===== src/rtl/and2_mon_pkg.sv =====
// Shared types and elaboration-time helpers for the AND-gate result monitor.
package and2_mon_pkg;

   typedef enum logic [1:0] {
      LOW   = 2'd0,
      HIGH  = 2'd1,
      STUCK = 2'd2
   } mon_state_t;

   // All-ones value of a w-bit counter.
   function automatic int unsigned sat_max(input int unsigned w);
      return (w >= 32) ? 32'hFFFF_FFFF : ((32'd1 << w) - 32'd1);
   endfunction

   function automatic bit params_ok(input int unsigned sync_stages,
                                    input int unsigned run_w,
                                    input int unsigned stuck_limit);
      return (sync_stages >= 2) && (sync_stages <= 4) &&
             (stuck_limit >= 1) && (stuck_limit <= sat_max(run_w));
   endfunction

endpackage


===== src/rtl/and2_sync_ff.sv =====
// N-stage flop synchroniser with synchronous active-high reset.
// Latency STAGES cycles from i_d to o_q; no flow control.
module and2_sync_ff #(
   parameter int STAGES = 2
) (
   input  logic clk,
   input  logic reset,
   input  logic i_d,
   output logic o_q
);

   logic [STAGES-1:0] r_chain;

   always_ff @(posedge clk) begin
      if (reset) begin
         r_chain <= '0;
      end else begin
         r_chain <= {r_chain[STAGES-2:0], i_d};
      end
   end

   assign o_q = r_chain[STAGES-1];

endmodule


===== src/rtl/and2_result_monitor.sv =====
// Monitors a registered AND result: rising-edge count, longest high run, sticky stuck-at-1 alarm.
// Statistics update one cycle after the synchronised input; no backpressure, all outputs registered.
module and2_result_monitor
   import and2_mon_pkg::*;
#(
   parameter int SYNC_STAGES = 2,
   parameter int CNT_W       = 16,
   parameter int RUN_W       = 8,
   parameter int STUCK_LIMIT = 100
) (
   input  logic             clk,
   input  logic             reset,
   input  logic             c_in,
   input  logic             clear,
   output logic             c_sync,
   output logic [CNT_W-1:0] rise_count,
   output logic [RUN_W-1:0] high_run_max,
   output logic             alarm,
   output logic [1:0]       state
);

   generate
      if (!params_ok(SYNC_STAGES, RUN_W, STUCK_LIMIT)) begin : g_bad_params
         $error("and2_result_monitor: illegal SYNC_STAGES/RUN_W/STUCK_LIMIT combination");
      end
   endgenerate

   localparam logic [CNT_W-1:0] CNT_MAX = CNT_W'(sat_max(CNT_W));
   localparam logic [RUN_W-1:0] RUN_MAX = RUN_W'(sat_max(RUN_W));
   localparam logic [RUN_W-1:0] LIMIT   = RUN_W'(STUCK_LIMIT);

   logic             w_c_sync;
   logic             w_rise;
   logic             w_enter_stuck;
   logic [RUN_W-1:0] w_run_nxt;
   mon_state_t       w_state_nxt;

   logic             r_prev;
   logic [RUN_W-1:0] r_run_cnt;
   logic [CNT_W-1:0] r_rise_count;
   logic [RUN_W-1:0] r_high_run_max;
   logic             r_alarm;
   mon_state_t       r_state;

   and2_sync_ff #(.STAGES(SYNC_STAGES)) u_sync (
      .clk   (clk),
      .reset (reset),
      .i_d   (c_in),
      .o_q   (w_c_sync)
   );

   assign w_rise    = w_c_sync & ~r_prev;
   assign w_run_nxt = !w_c_sync           ? '0      :
                      (r_run_cnt == RUN_MAX) ? RUN_MAX : r_run_cnt + 1'b1;

   always_comb begin
      w_state_nxt = r_state;
      unique case (r_state)
         LOW: begin
            if (w_c_sync) w_state_nxt = (w_run_nxt >= LIMIT) ? STUCK : HIGH;
         end
         HIGH: begin
            if (!w_c_sync)               w_state_nxt = LOW;
            else if (w_run_nxt >= LIMIT) w_state_nxt = STUCK;
         end
         STUCK: begin
            if (!w_c_sync) w_state_nxt = LOW;
         end
         default: w_state_nxt = LOW;
      endcase
   end

   // Alarm fires only on the transition into STUCK, so a clear while stuck stays cleared.
   assign w_enter_stuck = (w_state_nxt == STUCK) && (r_state != STUCK);

   always_ff @(posedge clk) begin
      if (reset) begin
         r_state <= LOW;
      end else begin
         r_state <= w_state_nxt;
      end
   end

   always_ff @(posedge clk) begin
      if (reset) begin
         r_prev         <= 1'b0;
         r_run_cnt      <= '0;
         r_rise_count   <= '0;
         r_high_run_max <= '0;
         r_alarm        <= 1'b0;
      end else begin
         r_prev    <= w_c_sync;
         r_run_cnt <= w_run_nxt;
         if (clear) begin
            r_rise_count   <= '0;
            r_high_run_max <= '0;
            r_alarm        <= 1'b0;
         end else begin
            if (w_rise && (r_rise_count != CNT_MAX)) r_rise_count <= r_rise_count + 1'b1;
            if (w_run_nxt > r_high_run_max)          r_high_run_max <= w_run_nxt;
            if (w_enter_stuck)                       r_alarm <= 1'b1;
         end
      end
   end

   assign c_sync       = w_c_sync;
   assign rise_count   = r_rise_count;
   assign high_run_max = r_high_run_max;
   assign alarm        = r_alarm;
   assign state        = r_state;

endmodule


===== config.mk =====
export PLATFORM = sky130hd
export DESIGN_NAME = and2_result_monitor
export DESIGN_NICKNAME = d
export VERILOG_FILES = /design/src/rtl/and2_mon_pkg.sv /design/src/rtl/and2_sync_ff.sv /design/src/rtl/and2_result_monitor.sv
export SDC_FILE = /design/constraint.sdc
export NUM_CORES = 1
export LEC_CHECK = 0
export ABC_CLOCK_PERIOD_IN_PS = 8200
export BUFFER_PORTS_ARGS = -buffer_cell sky130_fd_sc_hd__buf_2
export CORE_MARGIN = 2
export CORE_UTILIZATION = 59
export DETAILED_ROUTE_END_ITERATION = 10
export PLACE_DENSITY = 0.9
export SLEW_MARGIN = 40
export SYNTH_ARGS = -nofsm -noshare
export SYNTH_HDL_FRONTEND = slang
export SYNTH_SLANG_ARGS = --single-unit

===== constraint.sdc =====
create_clock -name clk -period 8.2 [get_ports clk]
set_input_delay 1.23 -clock clk [delete_from_list [all_inputs] [get_ports clk]]
set_output_delay 1.23 -clock clk [all_outputs]
set_load 0.05 [all_outputs]

== After elaboration in Yosys (flattened, before gate mapping) ==
Index checks and enable logic that the tools add are counted.

* Flip-flop bits (word level): 38

* $add $sub $neg: 2
* Order comparisons: 2
* Equality and inequality tests: 6
* Muxes and demuxes: 8
* Bitwise gates (word level): 2
* Reductions and logical operators: 4

{| class="wikitable"
|+ Operators by type and width
! kind !! number
|-
| $add 16x1->16 const B || 1
|-
| $mux 8 || 2
|-
| $ne 16x16->1 const B || 1
|-
| $mux 2 || 5
|-
| $add 8x1->8 const B || 1
|-
| $eq 8x8->1 const B || 1
|-
| $ge 8x7->1 const B || 1
|-
| $gt 8x8->1 || 1
|-
| $pmux 2 s3 || 1
|-
| $eq 2x2->1 const B || 2
|-
| $eq 2x1->1 const B || 1
|-
| $logic_and 1x1->1 || 2
|-
| $logic_not 2->1 || 1
|-
| $ne 2x2->1 const B || 1
|-
| $reduce_or 2->1 || 1
|-
| $and 1x1->1 || 1
|-
| $not 1->1 || 1
|}

== Longest topological paths before layout ==
* Depth after elaboration: 9
* Depth in mapped cells: 12
* Gate-level depth less buffers: 12

== By module ==
From an unflattened synthesis, not the netlist that was laid out.

* Cells, all modules: 225
* Area, all modules: 1960.6 um^2

{| class="wikitable"
|+ Modules (own cells, without submodules)
! module !! times used !! cells an instance !! area each (um^2) !! seq. area each (um^2)
|-
| and2_result_monitor || 1 || 221 || 1908.1 || 720.7
|-
| and2_sync_ff || 1 || 4 || 52.6 || 40.0
|}

== Least setup slack after synthesis ==
No wires, ideal clock.

* Path kind: flip-flop to flip-flop
* Start point: reg r_run_cnt[0]
* End point: reg r_high_run_max[0], in the netlist high_run_max[0]
* Setup time: 0.136 ns
* Arrival: 2.509 ns
* Data required time: 8.064 ns
* Setup slack: 5.555 ns
* Stages on the path, launching flop included: 12
* Path buffers: 0
* Period minus slack after synthesis: 2.645 ns
* Path through: dfxtp_1 -> ha_1 -> and2_2 -> nand4_1 -> mux2_2 -> and2_1 -> ha_1 -> nand4_1 -> or3_1 -> mux2i_1 -> a211oi_4 -> mux2i_1

* Word-level cells in the longest chain between the ends: 4

{| class="wikitable"
|+ RTL lines
! element !! RTL line !! text
|-
| from (decl) || and2_result_monitor.sv:39 || <nowiki>logic [RUN_W-1:0] r_run_cnt;</nowiki>
|-
| from (signal assigned) || and2_result_monitor.sv:93 || <nowiki>r_run_cnt <= w_run_nxt;</nowiki>
|-
| $add 8x1->8 or $eq 8x8->1 (tied branches) || and2_result_monitor.sv:54 || <nowiki>(r_run_cnt == RUN_MAX) ? RUN_MAX : r_run_cnt + 1'b1;</nowiki>
|-
| $mux 8 (*) || and2_result_monitor.sv:54 ||
|-
| $mux 8 (*) || and2_result_monitor.sv:53 || <nowiki>assign w_run_nxt = !w_c_sync ? '0 :</nowiki>
|-
| net w_run_nxt[6] || and2_result_monitor.sv:35 || <nowiki>logic [RUN_W-1:0] w_run_nxt;</nowiki>
|-
| $gt 8x8->1 (*) || and2_result_monitor.sv:100 || <nowiki>if (w_run_nxt > r_high_run_max) r_high_run_max <= w_run_nxt;</nowiki>
|-
| to (signal assigned) || and2_result_monitor.sv:100 ||
|-
| to (decl) || and2_result_monitor.sv:41 || <nowiki>logic [RUN_W-1:0] r_high_run_max;</nowiki>
|}

Mark *: on every way through the listed nets, which the timed path passes. The rest lies on a longest branch.
A chain may end at the register's enable or synchronous reset.

== Worst setup path in the final report ==
* Start point: reg r_run_cnt[0]
* End point: reg r_high_run_max[3], in the netlist high_run_max[3]

The elaborated chain is that of the path after synthesis.

==> key figures <==
Clock tree
  – Clock latency on the worst-skew pair: about 0.36 ns
  – Clock buffer depth: 2
  – Cts repair resizes: 0
  – CTS Sinks: 38
  – Post-CTS Setup Bufs: 0
  – TritonCTS Buffers: 5
  – CTS tree: yes
  – CTS H-tree lvls: 2
  – Root Buffer Master: clkbuf_4
  – Post-CTS Hold Fix Bufs: 0
  – Clock-pin transition on the worst setup and hold timing paths: 0.11 ns

Worst setup path
  – Crit end category: flip-flop
  – CP Class: flip-flop to flip-flop
  – CP Launch Type: flip-flop
  – Critical Path RT: roughly 8.5 ns
  – Arrival @ worst endpoint: roughly 3.2 ns
  – CP max FO: 7

Floorplan
  – DIE AREA: between 0.003 and 0.004 mm2
  – Die height: around 60 um
  – Core box area: a little over 0.003 mm2
  – Die Wd: about 60 um
  – Std-Cell Rows: 20
  – Initial core utilization: about three fifths
  – IO Pins: 32

Layout
  – Commonest non-fill, non-tap cell in the layout: dfxtp_1
  – Antenna Cells: 0
  – Filler instances: approximately 240
  – Layout cells sized above 1: between 10% and 20%
  – Area Overhead vs Synth: 13.1%
  – Register Area: 761 um2
  – Finished Cell Area: between 0.002 and 0.0025 mm2
  – Most frequent cells in the layout: 38 x dfxtp_1, 31 x buf_2, 27 x nand2_1
  – Final nets: 261
  – Area of the multi-input gates: between 0.001 and 0.0015 mm2

Yosys
  – Synth top area share: 40.8%
  – Most used flip-flop cell after synthesis: dfxtp_1
  – Mean post-synth cell area: about 8.7 um2
  – Ranking of synthesized cells by area: dfxtp_1 41%, ha_1 6.0%, nand2_1 5.4%, mux2i_1 4.8%, a21oi_1 4.6%
  – Syn_nets: roughly 230
  – Ys Warns: 0
  – Ys async rst share: 0%
  – EDFF count, synth: 0
  – Register bit total from synthesis: 38
  – Synth cell types: 42
  – Sequential area share after synthesis: about two fifths
  – Synthesized area: ~0.0019 mm2
  – Synth area leader: dfxtp_1
  – Gate Count Post-Synth: around 220

STA
  – Min Tclk post-route: around 3 ns
  – Setup ws final: around 5.3 ns
  – RSZ-0062 raised after global routing: false
  – Final Skew: 0.00829 ns
  – Final Slew Violations: 0
  – Tcrit/Tclk final: a little over a third
  – Worst-Margin Slew: 0.621 ns
  – Hold Vio Cnt, Final: 0
  – Setup tns final: 0 ns
  – Max-slew headroom: about three fifths
  – Fmax: 340 MHz
  – Endpoints failing setup: 0

Drt
  – Mean routed wirelength per cell: 12.8 um
  – Routed vias: around 1.6k
  – WL final: 3740 um
  – Initial DRC Count: 92
  – Post-route ant nets: 0
  – Vias per inst: 5.58
  – DRC: 0
  – Router iterations before antenna repair: 4

Global routing
  – Antenna violations before repair: 0
  – GRT met2 Usage: around two fifths
  – GR peak layer: met2
  – Largest net degree at the start of global routing: 18
  – First-pass GRT wire length: around 6300 um
  – Vias in the first global route: between 1k and 1.5k
  – All-layer global routing usage: between 20% and 30%
  – GRT met1 Usage: between 20% and 30%
  – Grt total ovfl: 0
  – GR Util met3: under 10%

Power and ir drop
  – Total chip power: slightly below 0.3 mW
  – Pleak: between 0.8 and 0.9 nW
  – Pwr per Cell Area: about 140 mW/mm2
  – Peak supply drop: 0.0975 mV

Min path
  – Min-Delay Path Class: flip-flop to flip-flop

Place
  – Dpl hpwl: approximately 2800 um
  – Worst slack, placed: between 5 and 6 ns
  – Placed Instance Area: between 0.002 and 0.0025 mm2
  – Routability cong.: between 0.8 and 0.9
  – Buffers on Ports: 31

Flow run
  – Max Cap Viol: 0

Run status
  – Outcome: finished, final reports clean
[worst paths after layout]
| path | slack, ns | cells after the start | endpoint | from |
|---|---|---|---|---|
| setup / recovery | 5.26 | 12 | high_run_max[3]$_SDFFE_PP0N_ | r_run_cnt[0]$_SDFF_PP0_ |
| hold / removal | 0.47 | 1 | u_sync.r_chain[1]$_SDFF_PP0_ | u_sync.r_chain[0]$_SDFF_PP0_ |
| setup reg to reg | 5.26 | 12 | high_run_max[3]$_SDFFE_PP0N_ | r_run_cnt[0]$_SDFF_PP0_ |
| hold reg to reg | 0.47 | 1 | u_sync.r_chain[1]$_SDFF_PP0_ | u_sync.r_chain[0]$_SDFF_PP0_ |
[state kept, by name (all words and copies together), names as in the netlist]
| register | cells |
|---|---|
| state | 2 |
| r_prev | 1 |
| alarm | 1 |
| rise_count | 16 |
| u_sync.r_chain | 2 |
| r_run_cnt | 8 |
| high_run_max | 8 |
[kinds of logic after synthesis]
group / share of synthesized area [%]
and+or+nand+nor: 24.5
buffers and inverters: 3.69
adders and majority gates: 6.04
DFF: 40.8
muxes: 5.43
AOI/OAI and AO/OA: 14.4
xor gates and xnor gates: 5.16
[routing by layer]
metal  vias up  wire, um
met3         5       149
met1       764      1690
met5         -         0
li1        820         -
met4         0        61
met2        46      1850
[cells in the mapped netlist, types with 2 or more instances]
master,instances
ha_1,9
dfxtp_1,38
nand2_1,27
o21ai_0,6
nor3_1,2
mux2i_1,9
nand3_1,7
nor2_1,19
nand2b_1,2
or3_1,7
a211oi_1,4
xor2_1,9
a21oi_1,17
o21a_1,3
and3_1,3
clkbuf_1,3
nor2b_1,2
and2_1,3
inv_1,11
nand4_1,10
xnor2_1,2
nand3_2,2
[per-stage QoR]
stage | std cells | util, % | hold WS, ns
finish | 293 | 69.7 | 0.468
global route | 293 | 69.7 | 0.486
CTS | 293 | 69.7 | 0.472
detailed placement | 285 | 67.9 | 0.454
global placement | 285 | 67.8 | 0.422
floorplan | 215 | - | 0.414
[critical path: stages, from the launching register on]
cell      delay, ns
dfxtp_1        0.36
ha_1           0.25
and2_2         0.22
nand4_1        0.10
mux2_2         0.36
and2_1         0.19
ha_1           0.30
nand4_1        0.13
nor2_1         0.06
nand2_1        0.06
mux2i_1        0.10
a211oi_4       0.50
mux2i_1        0.26
[area by class of cell]
class | instances | share of cell area, %
Clock inverter | 2 | 0.652
Inverter | 12 | 2.14
Timing Repair Buffer | 31 | 7.35
Sequential cell | 38 | 36.1
Multi-Input combinational cell | 160 | 49.2
Clock buffer | 6 | 1.96
Tap cell | 44 | 2.61
[report_power, final]
group          internal, mW  total (mW)  switching (mW)  leakage (nW)
combinational       0.00387      0.0124         0.00852         0.515
clock                0.0337      0.0983          0.0646        0.0322
sequential            0.186       0.186        0.000952         0.307
total                 0.223       0.297          0.0741         0.854
No activity file was read; power rests on OpenSTA's default activity.
